<file path="src/rtl/rx_dequeue_ctrl.sv">
// rx_dequeue_ctrl: RX FIFO to packet interface dequeue with SOP/EOP framing; RX_DEQ_STATS_EN enables frame statistics counters.
module rx_dequeue_ctrl #(
  parameter logic [15:0] DROP_LIMIT = 16'hFFFF
) (
  input  logic        clk_156m25,
  input  logic        reset_156m25,
  input  logic [63:0] rxdfifo_rdata,
  input  logic [7:0]  rxdfifo_rstatus,
  input  logic        rxdfifo_rempty,
  output logic        rxdfifo_ren,
  input  logic        pkt_rx_ren,
  output logic        pkt_rx_avail,
  output logic        pkt_rx_val,
  output logic        pkt_rx_sop,
  output logic        pkt_rx_eop,
  output logic        pkt_rx_err,
  output logic [63:0] pkt_rx_data,
  output logic [2:0]  pkt_rx_mod,
  output logic [31:0] stat_rx_frames,
  output logic [31:0] stat_rx_err_frames,
  output logic [31:0] stat_rx_drop_words
);
  typedef enum logic [1:0] {IDLE, XFER, DROP} state_t;
  state_t state, state_nx;
  logic [15:0] drop_run;
  logic head_ok, head_sop, head_eop, head_err;
  logic pop, beat, synth, drop_pop, word;
  logic unused_status;
  assign head_ok  = !rxdfifo_rempty;
  assign head_sop = rxdfifo_rstatus[7];
  assign head_eop = rxdfifo_rstatus[6];
  assign head_err = rxdfifo_rstatus[5];
  assign unused_status = ^rxdfifo_rstatus[4:3];
  assign rxdfifo_ren = pop;
  assign word = beat && !synth;
  always_comb begin
    state_nx = state;
    pop = 1'b0;
    beat = 1'b0;
    synth = 1'b0;
    drop_pop = 1'b0;
    case (state)
      IDLE: if (head_ok) begin
        if (head_sop) begin
          pop = pkt_rx_ren;
          beat = pkt_rx_ren;
          if (pkt_rx_ren && !head_eop) state_nx = XFER;
        end else begin
          pop = 1'b1;
          drop_pop = 1'b1;
          if (!head_eop && DROP_LIMIT > 16'd1) state_nx = DROP;
        end
      end
      XFER: if (head_ok && pkt_rx_ren) begin
        beat = 1'b1;
        if (head_sop) begin
          synth = 1'b1;
          state_nx = IDLE;
        end else begin
          pop = 1'b1;
          if (head_eop) state_nx = IDLE;
        end
      end
      DROP: if (head_ok) begin
        if (head_sop) state_nx = IDLE;
        else begin
          pop = 1'b1;
          drop_pop = 1'b1;
          if (head_eop || drop_run + 16'd1 >= DROP_LIMIT) state_nx = IDLE;
        end
      end
      default: state_nx = IDLE;
    endcase
  end
  always_ff @(posedge clk_156m25) begin
    if (reset_156m25) begin
      state <= IDLE;
      drop_run <= '0;
      pkt_rx_avail <= 1'b0;
      pkt_rx_val <= 1'b0;
      pkt_rx_sop <= 1'b0;
      pkt_rx_eop <= 1'b0;
      pkt_rx_err <= 1'b0;
      pkt_rx_mod <= '0;
      pkt_rx_data <= '0;
    end else begin
      state <= state_nx;
      drop_run <= drop_pop ? (state == DROP ? drop_run + 16'd1 : 16'd1) : drop_run;
      pkt_rx_avail <= head_ok && (state == XFER || head_sop);
      pkt_rx_val <= beat;
      pkt_rx_sop <= word && head_sop;
      pkt_rx_eop <= synth || (word && head_eop);
      pkt_rx_err <= synth || (word && head_err);
      pkt_rx_mod <= (word && head_eop) ? rxdfifo_rstatus[2:0] : 3'd0;
      pkt_rx_data <= word ? rxdfifo_rdata : 64'd0;
    end
  end
`ifdef RX_DEQ_STATS_EN
  logic eop_beat, err_beat;
  assign eop_beat = synth || (word && head_eop);
  assign err_beat = synth || (word && head_eop && head_err);
  always_ff @(posedge clk_156m25) begin
    if (reset_156m25) begin
      stat_rx_frames <= '0;
      stat_rx_err_frames <= '0;
      stat_rx_drop_words <= '0;
    end else begin
      if (eop_beat && !(&stat_rx_frames)) stat_rx_frames <= stat_rx_frames + 32'd1;
      if (err_beat && !(&stat_rx_err_frames)) stat_rx_err_frames <= stat_rx_err_frames + 32'd1;
      if (drop_pop && !(&stat_rx_drop_words)) stat_rx_drop_words <= stat_rx_drop_words + 32'd1;
    end
  end
`else
  assign stat_rx_frames = '0;
  assign stat_rx_err_frames = '0;
  assign stat_rx_drop_words = '0;
`endif
endmodule

</file>
<file path="config.mk">
export PLATFORM = sky130hd
export DESIGN_NAME = rx_dequeue_ctrl
export DESIGN_NICKNAME = d
export VERILOG_FILES = /design/src/rtl/rx_dequeue_ctrl.sv
export SDC_FILE = /design/constraint.sdc
export NUM_CORES = 1
export LEC_CHECK = 0
export BUFFER_PORTS_ARGS = -buffer_cell sky130_fd_sc_hd__buf_2
export CORE_MARGIN = 2
export CORE_UTILIZATION = 43
export DETAILED_ROUTE_END_ITERATION = 8
export GPL_TIMING_DRIVEN = 0
export PLACE_DENSITY = 0.91
export SYNTH_ARGS = -nofsm -noshare
export SYNTH_HDL_FRONTEND = slang
export SYNTH_SLANG_ARGS = --single-unit
</file>
<file path="constraint.sdc">
create_clock -name clk_156m25 -period 2.4 [get_ports clk_156m25]
set_clock_uncertainty 0.15 [all_clocks]
set_input_delay 0 -clock clk_156m25 [delete_from_list [all_inputs] [get_ports clk_156m25]]
set_output_delay 0 -clock clk_156m25 [all_outputs]
set_load 0.01 [all_outputs]
</file>
# == After elaboration in Yosys (flattened, before gate mapping) ==
# Index checks and enable logic that the tools add are counted.
# word_totals
register_bits,90
in_bits,76
output_inout_bits,169
elab_cells,67
# op_classes
add_sub_neg,1
n_lt_le_gt_ge,1
eq_ne,9
n_mux,26
bitwise,2
n_reduce_logical,19
# op_table
operator,count
2-bit 2-to-1 mux,10
"16-bit by 1-bit adder with 16-bit output, second input constant",1
"16-bit greater-or-equal comparator, second input constant",1
16-bit 2-to-1 mux,1
1-bit 2-to-1 mux,12
"3-bit inequality test, second input constant",4
1-bit logical AND,7
7-bit AND reduction,1
"2-bit inequality test, second input constant",3
2-bit one-hot mux with 3 select lines,1
2-bit OR reduction,3
1-bit logical OR,4
1-bit zero test,3
1-bit one-hot mux with 3 select lines,1
"2-bit by 1-bit == test with 1-bit output, second input constant",1
"2-bit == test, second input constant",1
2-bit zero test,1
1-bit inverter,2
1-bit one-hot mux with 2 select lines,1

# == Longest topological paths before layout ==
# Gate-level depths: netlist (run 1).
# logic_depth
ltp_word,9
mapped_depth,8
ltp_nobuf,8

# == Worst setup path after synthesis (run 1) ==
# Ideal clock, no wire load.
# synth_path
path_kind,reg-to-reg
start,register drop_run[0]
end,register state[0]
setup_time_ps,72
arrival_ps,1856
required_time_ps,2178
path_slack_ps,322
path_stages_with_launch,8
n_path_buf,0
period_less_slack_ps,2078
cell_sequence,dfxtp_1 -> ha_1 -> and2_2 -> o21ai_2 -> o311a_1 -> a221o_1 -> a41oi_2 -> mux2i_1
# synth_via
elab_chain_len,5
# synth_rtl
element,line,text
from (decl),25,logic [15:0] drop_run;
from (signal assigned),88,drop_run <= drop_pop ? (state == DROP ? drop_run + 16'd1 : 16'd1) : drop_run;
16-bit by 1-bit adder with 16-bit output,69,if (head_eop || drop_run + 16'd1 >= DROP_LIMIT) state_nx = IDLE;
16-bit greater-or-equal comparator,69,
1-bit logical OR,69,
3-bit inequality test (no source line),--,
7-bit AND reduction (no source line),--,
to (signal assigned),87,state <= state_nx;
to (decl),24,"state_t state, state_nx;"
# No other way between the ends.
# A chain may end at the register's enable or synchronous reset.

# == Worst setup path after layout (run 1) ==
# layout_path
start,register state[1]
end,register pkt_rx_data[30]
# layout_via
elab_chain_len,6
word_cells_on_any_way,8
cone_classes,eq/ne: 1; mux: 2; bitwise: 1; reduce/logical: 4
# layout_rtl
element,line,text
2-bit by 1-bit == test with 1-bit output,42,case (state)
1-bit 2-to-1 mux,42,
1-bit zero test,35,assign word = beat && !synth;
1-bit logical AND (*),35,
1-bit inverter (no source line) (*),--,
2-bit OR reduction (no source line) (*),--,
to (signal assigned),95,pkt_rx_data <= word ? rxdfifo_rdata : 64'd0;
to (decl),17,"output logic [63:0] pkt_rx_data,"
# Mark *: on every way between the ends. The rest lies on a longest branch, timed or not.

==> flow_summary.json, run 1 <==
{
  "place_ws_ns": 0.103,
  "hold_viol_final": 0,
  "layout_common_cells": "buf_2, buf_4, conb_1, dfxtp_1, dlygate4sd3_1",
  "cts_tree": "built",
  "synth_area_leader_cell": "dfxtp_1",
  "std_cell_rows": 35,
  "vdd_drop_max_v": 0.000256,
  "drv_cap": 0,
  "drive_above_1_share_pct": 36.2,
  "postRouteAntennaNets": 0,
  "cts-root-buf": "clkbuf_8",
  "multi_input_area_sq_mm": 0.00171,
  "power.total_mw": 3.09,
  "die_w_um": 100,
  "synthCells": 433,
  "cts_max_level": 3,
  "drtPass1Iterations": 5,
  "regToRegEndpoint": "pkt_rx_data[30]$_SDFF_PP0_",
  "final_nets": 838,
  "r2r-start": "state[1]$_SDFFE_PP0P_",
  "cts_setup_buffers": 0,
  "syn_area_per_cell_sq_um": 9.22,
  "synth_edf_count": 0,
  "synth_seq_cells": 90,
  "cp-end-kind": "flop",
  "power_density_mw_per_mm2": 500,
  "gp_congestion": 0.922,
  "rsz0062_at_grt": "no",
  "dieArea_sq_mm": 0.0101,
  "dr_total_vias": 3894,
  "cts_buffers": 9,
  "antenna_found_initial": 0,
  "worstMarginPinSlew_ns": 0.678,
  "vias_per_cell": 4.44,
  "status": "finished, final reports clean",
  "initial_core_util_pct": 43.8,
  "internal_power_mw": 2.29,
  "busiest_layer": "met2",
  "die_y_um": 100,
  "ys_types": 52,
  "swShare_pct": 26.1,
  "clock_latency_ns": 0.35,
  "grtUsageTotal_pct": 21.9,
  "start_kind": "flop",
  "p_sw_mw": 0.806,
  "cp-startpoint": "state[1]$_SDFFE_PP0P_",
  "detail_route.wl_per_cell_um": 13.5,
  "critical_path.max_fanout": 10,
  "final_cells": 877,
  "met3_usage_pct": 5.85,
  "tns_ns": 0,
  "yosysSeqAreaShare_pct": 45.1,
  "port-buffer-count": 146,
  "fillCellCount": 635,
  "area_delta_synth_final_pct": 54.9,
  "wl_um": 11800,
  "max_clock_freq_mhz": 445,
  "clk_path_buf_depth": 2,
  "utilization_pct": 67.9,
  "finalCriticalPeriod_ns": 2.25,
  "synthTopCellsByArea": "dfxtp_1, buf_4, and2_1, nand2_1, a21oi_1",
  "power.leakage_nw": 3.21,
  "critPathRequiredTime_ns": 2.55,
  "postSynth.asyncResetShare_pct": 0,
  "crit_end": "pkt_rx_data[30]$_SDFF_PP0_",
  "drtIter0Drc": 193,
  "worstSetupPathType": "flop to flop",
  "core_area_sq_mm": 0.00911,
  "use_met2_pct": 40.8,
  "pwr-share-clk_pct": 34.9,
  "yosys_warnings": 0,
  "fin_ws_ns": 0.153,
  "seqCellArea_sq_mm": 0.00180,
  "period_share_pct": 93.6,
  "grt_pass1_wl_um": 17300,
  "arrival_ns": 2.39,
  "yosysTopAreaCellShare_pct": 45.1,
  "io_pins": 245,
  "synth_flop_cell": "dfxtp_1",
  "grt_pass1_vias": 3680,
  "max_slew_margin_pct": 54.6,
  "clock_sinks": 90,
  "dp.cells": 785,
  "grt_max_degree": 17,
  "seqPwrFrac_pct": 49.5,
  "r2r_cells": 7,
  "hp-class": "primary input to flop",
  "grt-ovfl-total": 0,
  "met1_usage_pct": 21.4,
  "hpwl_um": 7160,
  "path_clk_slew_ns": 0.10,
  "maxSlewViolCount": 0,
  "power_frac_comb_pct": 15.6,
  "finalSetupViolations": 0,
  "syn-cell-area_sq_mm": 0.00399,
  "drc": 0,
  "layout_commonest_cell": "buf_2",
  "r2r_slack_ns": 0.15
}
==> what timing repair did <==
action,CTS,global route
hold buffers,75,0
endpoints found under the setup margin,0,22
resized for setup,0,5
endpoints found under the hold margin,75,0
==> worst max-delay path: stages (launching register included) <==
cell,delay (ns)
dfxtp_1,0.37
inv_1,0.11
nand2_1,0.08
or3_1,0.40
nor2_2,0.31
clkbuf_2,0.26
clkbuf_1,0.31
and2_1,0.20
==> layer usage <==
| metal | vias to the layer above | part of all wire (%) |
|---|---|---|
| met4 | 0 | 4.0 |
| met2 | 235 | 53 |
| li1 | 1877 | - |
| met5 | - | 0 |
| met1 | 1740 | 35 |
| met3 | 42 | 8.4 |
==> cell usage after synthesis (all sizes together) (3+ instances only) <==
cell,count
nand3,7
inv,3
nor3,12
or3,3
buf,99
and3,5
o21ai,17
dfxtp,90
clkbuf,14
xnor2,3
a21oi,20
and2,67
nand4,4
nor2,24
nand2,27
==> sequential cells by signal, indices dropped and copies added, names as in the netlist <==
| register | cells |
|---|---|
| pkt_rx_sop | 1 |
| pkt_rx_err | 1 |
| drop_run | 16 |
| state | 2 |
| pkt_rx_eop | 1 |
| pkt_rx_mod | 3 |
| pkt_rx_avail | 1 |
| pkt_rx_data | 64 |
| pkt_rx_val | 1 |
==> worst min-delay path by stage <==
stage                                       to               from  depth (start not counted)  slack [ns]
floorplan                          rxdfifo_ren     rxdfifo_rempty                          1       -0.10
global placement     pkt_rx_data[9]$_SDFF_PP0_   rxdfifo_rdata[9]                          2        0.05
detailed placement  pkt_rx_data[55]$_SDFF_PP0_  rxdfifo_rdata[55]                          2        0.05
CTS                      state[0]$_SDFFE_PP0P_         pkt_rx_ren                          6        0.16
global route             state[0]$_SDFFE_PP0P_         pkt_rx_ren                          6        0.21
finish                   state[0]$_SDFFE_PP0P_         pkt_rx_ren                          6        0.18
==> through the flow <==
stage	area [sq um]	hold slack, ns
floorplan	4350	-0.102
global placement	5220	0.0487
detailed placement	5220	0.0516
CTS	6170	0.161
global route	6180	0.213
finish	6180	0.185
==> kinds of logic after synthesis <==
family	Yosys count	synth area share (%)
DFF	90	45.1
buffers and inverters	117	21.3
adders and majority gates	3	0.878
AOI/OAI and AO/OA	53	8.12
other	1	0.0940
xor gates and xnor gates	3	0.658
muxes	2	0.502
and+or+nand+nor	164	23.3
==> power by group through the flow <==
stage / Combinational, mW / Sequential [mW] / Clock (mW)
floorplan: 0.248 / 1.58 / 0
global placement: 0.360 / 1.56 / 0
detailed placement: 0.363 / 1.56 / 0
CTS: 0.460 / 1.53 / 1.07
global route: 0.521 / 1.53 / 1.15
finish: 0.482 / 1.53 / 1.08
==> area by class of cell <==
cell class	instances	share of cell area, %
flip-flops and latches	90	29.2
inverters	3	0.182
repair buffers	221	24.0
clock inverters	6	1.17
clock buffers	10	2.06
plain buffers	114	13.6
diodes	1	0.0405
well taps	111	2.25
multi-input cells	321	27.6
Power figures use the tool's default switching activity.
==> run 2: changes to the inputs <==
--- a/config.mk
+++ b/config.mk
@@ -7,10 +7,10 @@
 export LEC_CHECK = 0
 export BUFFER_PORTS_ARGS = -buffer_cell sky130_fd_sc_hd__buf_2
 export CORE_MARGIN = 2
-export CORE_UTILIZATION = 43
+export CORE_UTILIZATION = 39
 export DETAILED_ROUTE_END_ITERATION = 8
 export GPL_TIMING_DRIVEN = 0
-export PLACE_DENSITY = 0.91
+export PLACE_DENSITY = 0.85
 export SYNTH_ARGS = -nofsm -noshare
 export SYNTH_HDL_FRONTEND = slang
 export SYNTH_SLANG_ARGS = --single-unit
==> constraint.sdc (replaced) <==
create_clock -name clk_156m25 -period 2.5 [get_ports clk_156m25]
set_clock_uncertainty 0.15 [all_clocks]
set_input_delay 0 -clock clk_156m25 [delete_from_list [all_inputs] [get_ports clk_156m25]]
set_output_delay 0 -clock clk_156m25 [all_outputs]
set_load 0.01 [all_outputs]
==> run 2 against run 1 <==
Against the previous run: worst hold slack gained 0.0092 ns; final area rose by 0.47%; worst setup slack got worse by 0.053 ns; routed wire length is 3.5% lower; non-clock buffer count up 1; sequential power decreased by 4%; core utilization is 4.9 points lower; register-to-register slack got worse by 0.05 ns; fmax is 6.4% lower; flip-flop and latch count did not move; sequential share of layout area decreased by 0.18 points; global-route usage down 2.0 points; largest cell class unchanged; largest power group unchanged.
==> flow_summary.json, run 2 (synthesized netlist as in run 1, its figures left out) <==
{
  "drtIter0Drc": 238,
  "arrival_ns": 2.52,
  "drtPass1Iterations": 5,
  "maxSlewViolCount": 0,
  "seqPwrFrac_pct": 50.1,
  "layout_commonest_cell": "buf_2",
  "cts_setup_buffers": 0,
  "hold_ws_ns": 0.194,
  "grt_max_degree": 17,
  "io_pins": 245,
  "largest_reg_flops": 64,
  "period_share_pct": 96.0,
  "die_y_um": 105,
  "critical_path.max_fanout": 8,
  "tns_ns": 0,
  "core_area_sq_mm": 0.00986,
  "reg.largest.list": "pkt_rx_data: 64 flops, drop_run: 16 flops, pkt_rx_mod: 3 flops",
  "std_cell_rows": 36,
  "initial_core_util_pct": 40.5,
  "hpwl_um": 7340,
  "critPathRequiredTime_ns": 2.62,
  "detail_route.wl_per_cell_um": 12.7,
  "grt_pass1_vias": 3683,
  "clk_path_buf_depth": 2,
  "cp-end-kind": "flop",
  "antenna_found_initial": 1,
  "final_cells": 900,
  "cts_buffers": 9,
  "max_clock_freq_mhz": 417,
  "swShare_pct": 25.3,
  "seqCellArea_sq_mm": 0.00180,
  "clock_latency_ns": 0.35,
  "drive_above_1_share_pct": 35.8,
  "worstSetupPathType": "flop to flop",
  "status": "finished, final reports clean",
  "drv_cap": 0,
  "grt-ovfl-total": 0,
  "p_sw_mw": 0.741,
  "wl_um": 11400,
  "gp_congestion": 0.885,
  "cts_tree": "built",
  "multi_input_area_sq_mm": 0.00170,
  "power_density_mw_per_mm2": 472,
  "max_slew_margin_pct": 52.8,
  "grt_pass1_wl_um": 17500,
  "worstMarginPinSlew_ns": 0.704,
  "largest_register": "pkt_rx_data",
  "cts_max_level": 3,
  "finalCriticalPeriod_ns": 2.40,
  "finalSetupViolations": 0,
  "drc": 0,
  "dp.cells": 807,
  "postRouteAntennaNets": 0,
  "finalInstanceArea_sq_mm": 0.00621,
  "path_clk_slew_ns": 0.09,
  "hold_viol_final": 0,
  "dr_total_vias": 3816,
  "final_nets": 839,
  "layout_common_cells": "buf_2, buf_4, conb_1, dfxtp_1, dlygate4sd3_1",
  "clock_sinks": 90,
  "fin_ws_ns": 0.101,
  "start_kind": "flop",
  "vias_per_cell": 4.24,
  "port-buffer-count": 146,
  "placed_area_sq_mm": 0.00525,
  "grtUsageTotal_pct": 20.0,
  "die_w_um": 105,
  "cts-root-buf": "clkbuf_8",
  "power_frac_comb_pct": 15.8,
  "hp-class": "primary input to flop",
  "internal_power_mw": 2.19,
  "power.leakage_nw": 3.21,
  "dieArea_sq_mm": 0.0111,
  "area_delta_synth_final_pct": 55.6,
  "place_ws_ns": 0.217,
  "pwr-share-clk_pct": 34.2,
  "fillCellCount": 737,
  "vdd_drop_max_v": 0.000321
}
==> run 2: changes by cell type in the layout (fill, tap and decap cells not counted), sizes merged <==
| cell | change |
|---|---|
| inv | -1 |
| clkinvlp | +1 |
| dlygate4sd3 | +1 |
==> run 2: critical path, stage by stage, from the launching register on <==
cell     delay [ns]
dfxtp_1        0.46
ha_1           0.31
nand2_1        0.17
nor2_2         0.28
nor3b_1        0.09
a221o_1        0.37
a41oi_2        0.26
mux2i_1        0.24
==> run 2: power groups by stage <==
stage	clock network [mW]	logic (mW)	registers, mW
6_report	1.00	0.462	1.47
5_1_grt	1.07	0.500	1.47
4_1_cts	1.02	0.443	1.47
3_5_place_dp	0	0.350	1.50
3_3_place_gp	0	0.346	1.50
2_1_floorplan	0	0.238	1.51
==> run 2: path summary, 6_finish.rpt <==
check	cells after the start	start	slack [ns]	endpoint
max reg2reg	7	drop_run[0]$_SDFFE_PP0P_	0.10	state[1]$_SDFFE_PP0P_
min reg2reg	2	drop_run[15]$_SDFFE_PP0P_	0.38	drop_run[15]$_SDFFE_PP0P_
min	6	pkt_rx_ren	0.19	state[0]$_SDFFE_PP0P_
max	7	drop_run[0]$_SDFFE_PP0P_	0.10	state[1]$_SDFFE_PP0P_
==> run 2: layout make-up <==
cell class	instances	area share [%]
sequential	90	29.0
multi-input combinational	321	27.3
timing repair buffer	222	24.0
buffer	114	13.5
tap	133	2.68
clock buffer	10	2.05
clock inverter	6	1.19
inverter	3	0.181
antenna	1	0.0403
==> run 2: routing by layer <==
layer / vias up / routed length, um / GRT usage, %
met5: - / 0 / 0
met4: 0 / 549 / 13.1
met3: 44 / 920 / 4.68
met2: 229 / 5830 / 37.1
met1: 1662 / 4100 / 19.6
li1: 1881 / - / -
==> run 2: through the flow <==
stage	util (%)	power (mW)
after floorplan	-	1.75
after global placement	53.2	1.85
after detailed placement	53.2	1.85
after CTS	62.9	2.93
after global routing	63.0	3.04
final	63.0	2.93
==> run 2: repair_timing <==
item,in CTS,in global routing
gates resized for setup,0,1
endpoints found under the setup margin,0,1
hold endpoints to repair,77,0
hold buffers,76,0
==> run 3: changes to the inputs <==
--- a/config.mk
+++ b/config.mk
@@ -6,6 +6,8 @@
 export NUM_CORES = 1
 export LEC_CHECK = 0
 export BUFFER_PORTS_ARGS = -buffer_cell sky130_fd_sc_hd__buf_2
+export CAP_MARGIN = 20
+export CORE_ASPECT_RATIO = 0.5
 export CORE_MARGIN = 2
 export CORE_UTILIZATION = 39
 export DETAILED_ROUTE_END_ITERATION = 8
==> run 3 against run 2 <==
Against the previous run: sequential share of layout area shrank 0.68 points; core utilization grew 0.15 points; first-iteration DRC count grew 70%; sequential power is essentially flat; fmax shrank 2.0%; power grew 13%; critical path depth is the same.
==> flow_summary.json, run 3 (synthesized netlist as in run 1, its figures left out) <==
{
  "status": "finished, final reports clean",
  "r2r_slack_ns": 0.05,
  "io_pins": 245,
  "die_w_um": 147,
  "drtIter0Drc": 405,
  "initial_core_util_pct": 39.6,
  "period_share_pct": 97.9,
  "layout_commonest_cell": "buf_2",
  "port-buffer-count": 146,
  "critPathSlowestCell": "dfxtp_1",
  "crit_path_cell_trace": "ha_1 -> nand2_1 -> nor3_1 -> o21ai_0 -> a211oi_1 -> a41oi_2 -> mux2i_1",
  "clock_sinks": 90,
  "clock_latency_ns": 0.35,
  "drc": 0,
  "power_density_mw_per_mm2": 518,
  "core_area_sq_mm": 0.0101,
  "cts_buffers": 9,
  "finalCriticalPeriod_ns": 2.45,
  "finalSetupViolations": 0,
  "grt_pass1_vias": 3814,
  "max_clock_freq_mhz": 409,
  "drive_above_1_share_pct": 36.1,
  "drv_cap": 0,
  "postRouteAntennaNets": 0,
  "start_kind": "flop",
  "grt-ovfl-total": 0,
  "worstHoldStart": "rxdfifo_rdata[1]",
  "power.leakage_nw": 3.28,
  "reg.largest.list": "pkt_rx_data: 64 flops, drop_run: 16 flops, pkt_rx_mod: 3 flops",
  "layout_common_cells": "buf_2, buf_4, conb_1, dfxtp_1, dlygate4sd3_1",
  "hold_ws_ns": 0.233,
  "cp-end-kind": "flop",
  "tns_ns": 0,
  "hold_viol_final": 0,
  "hp-class": "primary input to flop",
  "grtUsageTotal_pct": 21.1,
  "r2r-start": "drop_run[1]$_SDFFE_PP0P_",
  "final_nets": 841,
  "arrival_ns": 2.52,
  "fin_ws_ns": 0.0528,
  "critPathMaxStageDelay_ns": 0.45,
  "std_cell_rows": 26,
  "place_ws_ns": 0.168,
  "hold_end": "pkt_rx_data[1]$_SDFF_PP0_",
  "holdPathStages": 3,
  "drtPass1Iterations": 6,
  "die_y_um": 75.5,
  "cts_setup_buffers": 0,
  "dieArea_sq_mm": 0.0111,
  "detail_route.wl_per_cell_um": 14.2,
  "grt_max_degree": 20,
  "worstMarginPinSlew_ns": 0.736,
  "area_delta_synth_final_pct": 59.5,
  "vias_per_cell": 4.52,
  "fillCellCount": 745,
  "power.total_mw": 3.30,
  "cts-root-buf": "clkbuf_16",
  "maxSlewViolCount": 0,
  "critPathRequiredTime_ns": 2.57,
  "wl_um": 12900,
  "hpwl_um": 7110,
  "utilization_pct": 63.1,
  "largest_register": "pkt_rx_data",
  "vdd_drop_max_v": 0.000354,
  "r2r_cells": 7,
  "largest_reg_flops": 64,
  "grt_pass1_wl_um": 18200,
  "cts_max_level": 3,
  "worstSetupPathType": "flop to flop",
  "cts_tree": "built",
  "regToRegEndpoint": "state[0]$_SDFFE_PP0P_",
  "dr_total_vias": 4107,
  "max_slew_margin_pct": 50.6,
  "path_clk_slew_ns": 0.07,
  "critical_path.max_fanout": 7,
  "gp_congestion": 0.911,
  "antenna_found_initial": 0,
  "clk_path_buf_depth": 2
}
## run 3: cell types whose count changed in the layout (fill, tap and decap cells not counted), sizes merged
cell	before	now
clkinv	1	5
clkinvlp	2	0
clkbuf	24	23
dlygate4sd3	76	78
bufinv	1	0
## run 3: worst max-delay path by stage
stage | start | end | depth (start not counted)
floorplan | drop_run[0]$_SDFFE_PP0P_ | state[0]$_SDFFE_PP0P_ | 7
global placement | drop_run[0]$_SDFFE_PP0P_ | state[0]$_SDFFE_PP0P_ | 7
detailed placement | drop_run[0]$_SDFFE_PP0P_ | state[1]$_SDFFE_PP0P_ | 7
CTS | state[1]$_SDFFE_PP0P_ | pkt_rx_mod[2]$_SDFF_PP0_ | 7
global route | drop_run[1]$_SDFFE_PP0P_ | state[0]$_SDFFE_PP0P_ | 7
finish | drop_run[1]$_SDFFE_PP0P_ | state[0]$_SDFFE_PP0P_ | 7
## run 3: what timing repair did
item | in CTS | in global routing
resized for setup | 0 | 7
hold buffers | 78 | 0
endpoints found under the setup margin | 0 | 5
hold endpoints to repair | 74 | 0
## run 3: where the power goes
part | total (mW) | internal [mW] | switching (mW)
logic | 0.471 | 0.260 | 0.210
clock network | 1.36 | 0.710 | 0.647
registers | 1.47 | 1.46 | 0.0125
total | 3.30 | 2.43 | 0.870
## run 3: per-stage QoR
step | std cells | instance area, sq um
after floorplan | 528 | 4350
after global placement | 814 | 5250
after detailed placement | 814 | 5250
after CTS | 908 | 6340
after global routing | 908 | 6360
final | 909 | 6370
## run 3: metal layers
metal | part of all wire, % | GRT usage (%) | vias up | wire (um)
met3 | 8.7 | 5.81 | 76 | 1120
li1 | - | - | 1888 | -
met5 | 0 | 0 | - | 0
met2 | 49 | 37.3 | 305 | 6290
met1 | 37 | 23.5 | 1838 | 4760
met4 | 5.6 | 13.1 | 0 | 716
## run 3: worst max-delay path: cells and delay by family (launching register included)
family | cells | cell delay, ns
and+or+nand+nor | 2 | 0.50
adders and majority gates | 1 | 0.33
muxes | 1 | 0.17
DFF | 1 | 0.45
AOI/OAI and AO/OA | 3 | 0.73
## run 3: area by class of cell
type | count | area (sq um) | area share (%)
Sequential cell | 90 | 1800 | 28.3
Multi-Input combinational cell | 321 | 1710 | 26.9
Timing Repair Buffer | 224 | 1510 | 23.7
Buffer | 114 | 842 | 13.2
Clock buffer | 9 | 225 | 3.54
Tap cell | 140 | 175 | 2.75
Clock inverter | 7 | 81.3 | 1.28
Inverter | 3 | 11.3 | 0.177
Antenna cell | 1 | 2.50 | 0.0393
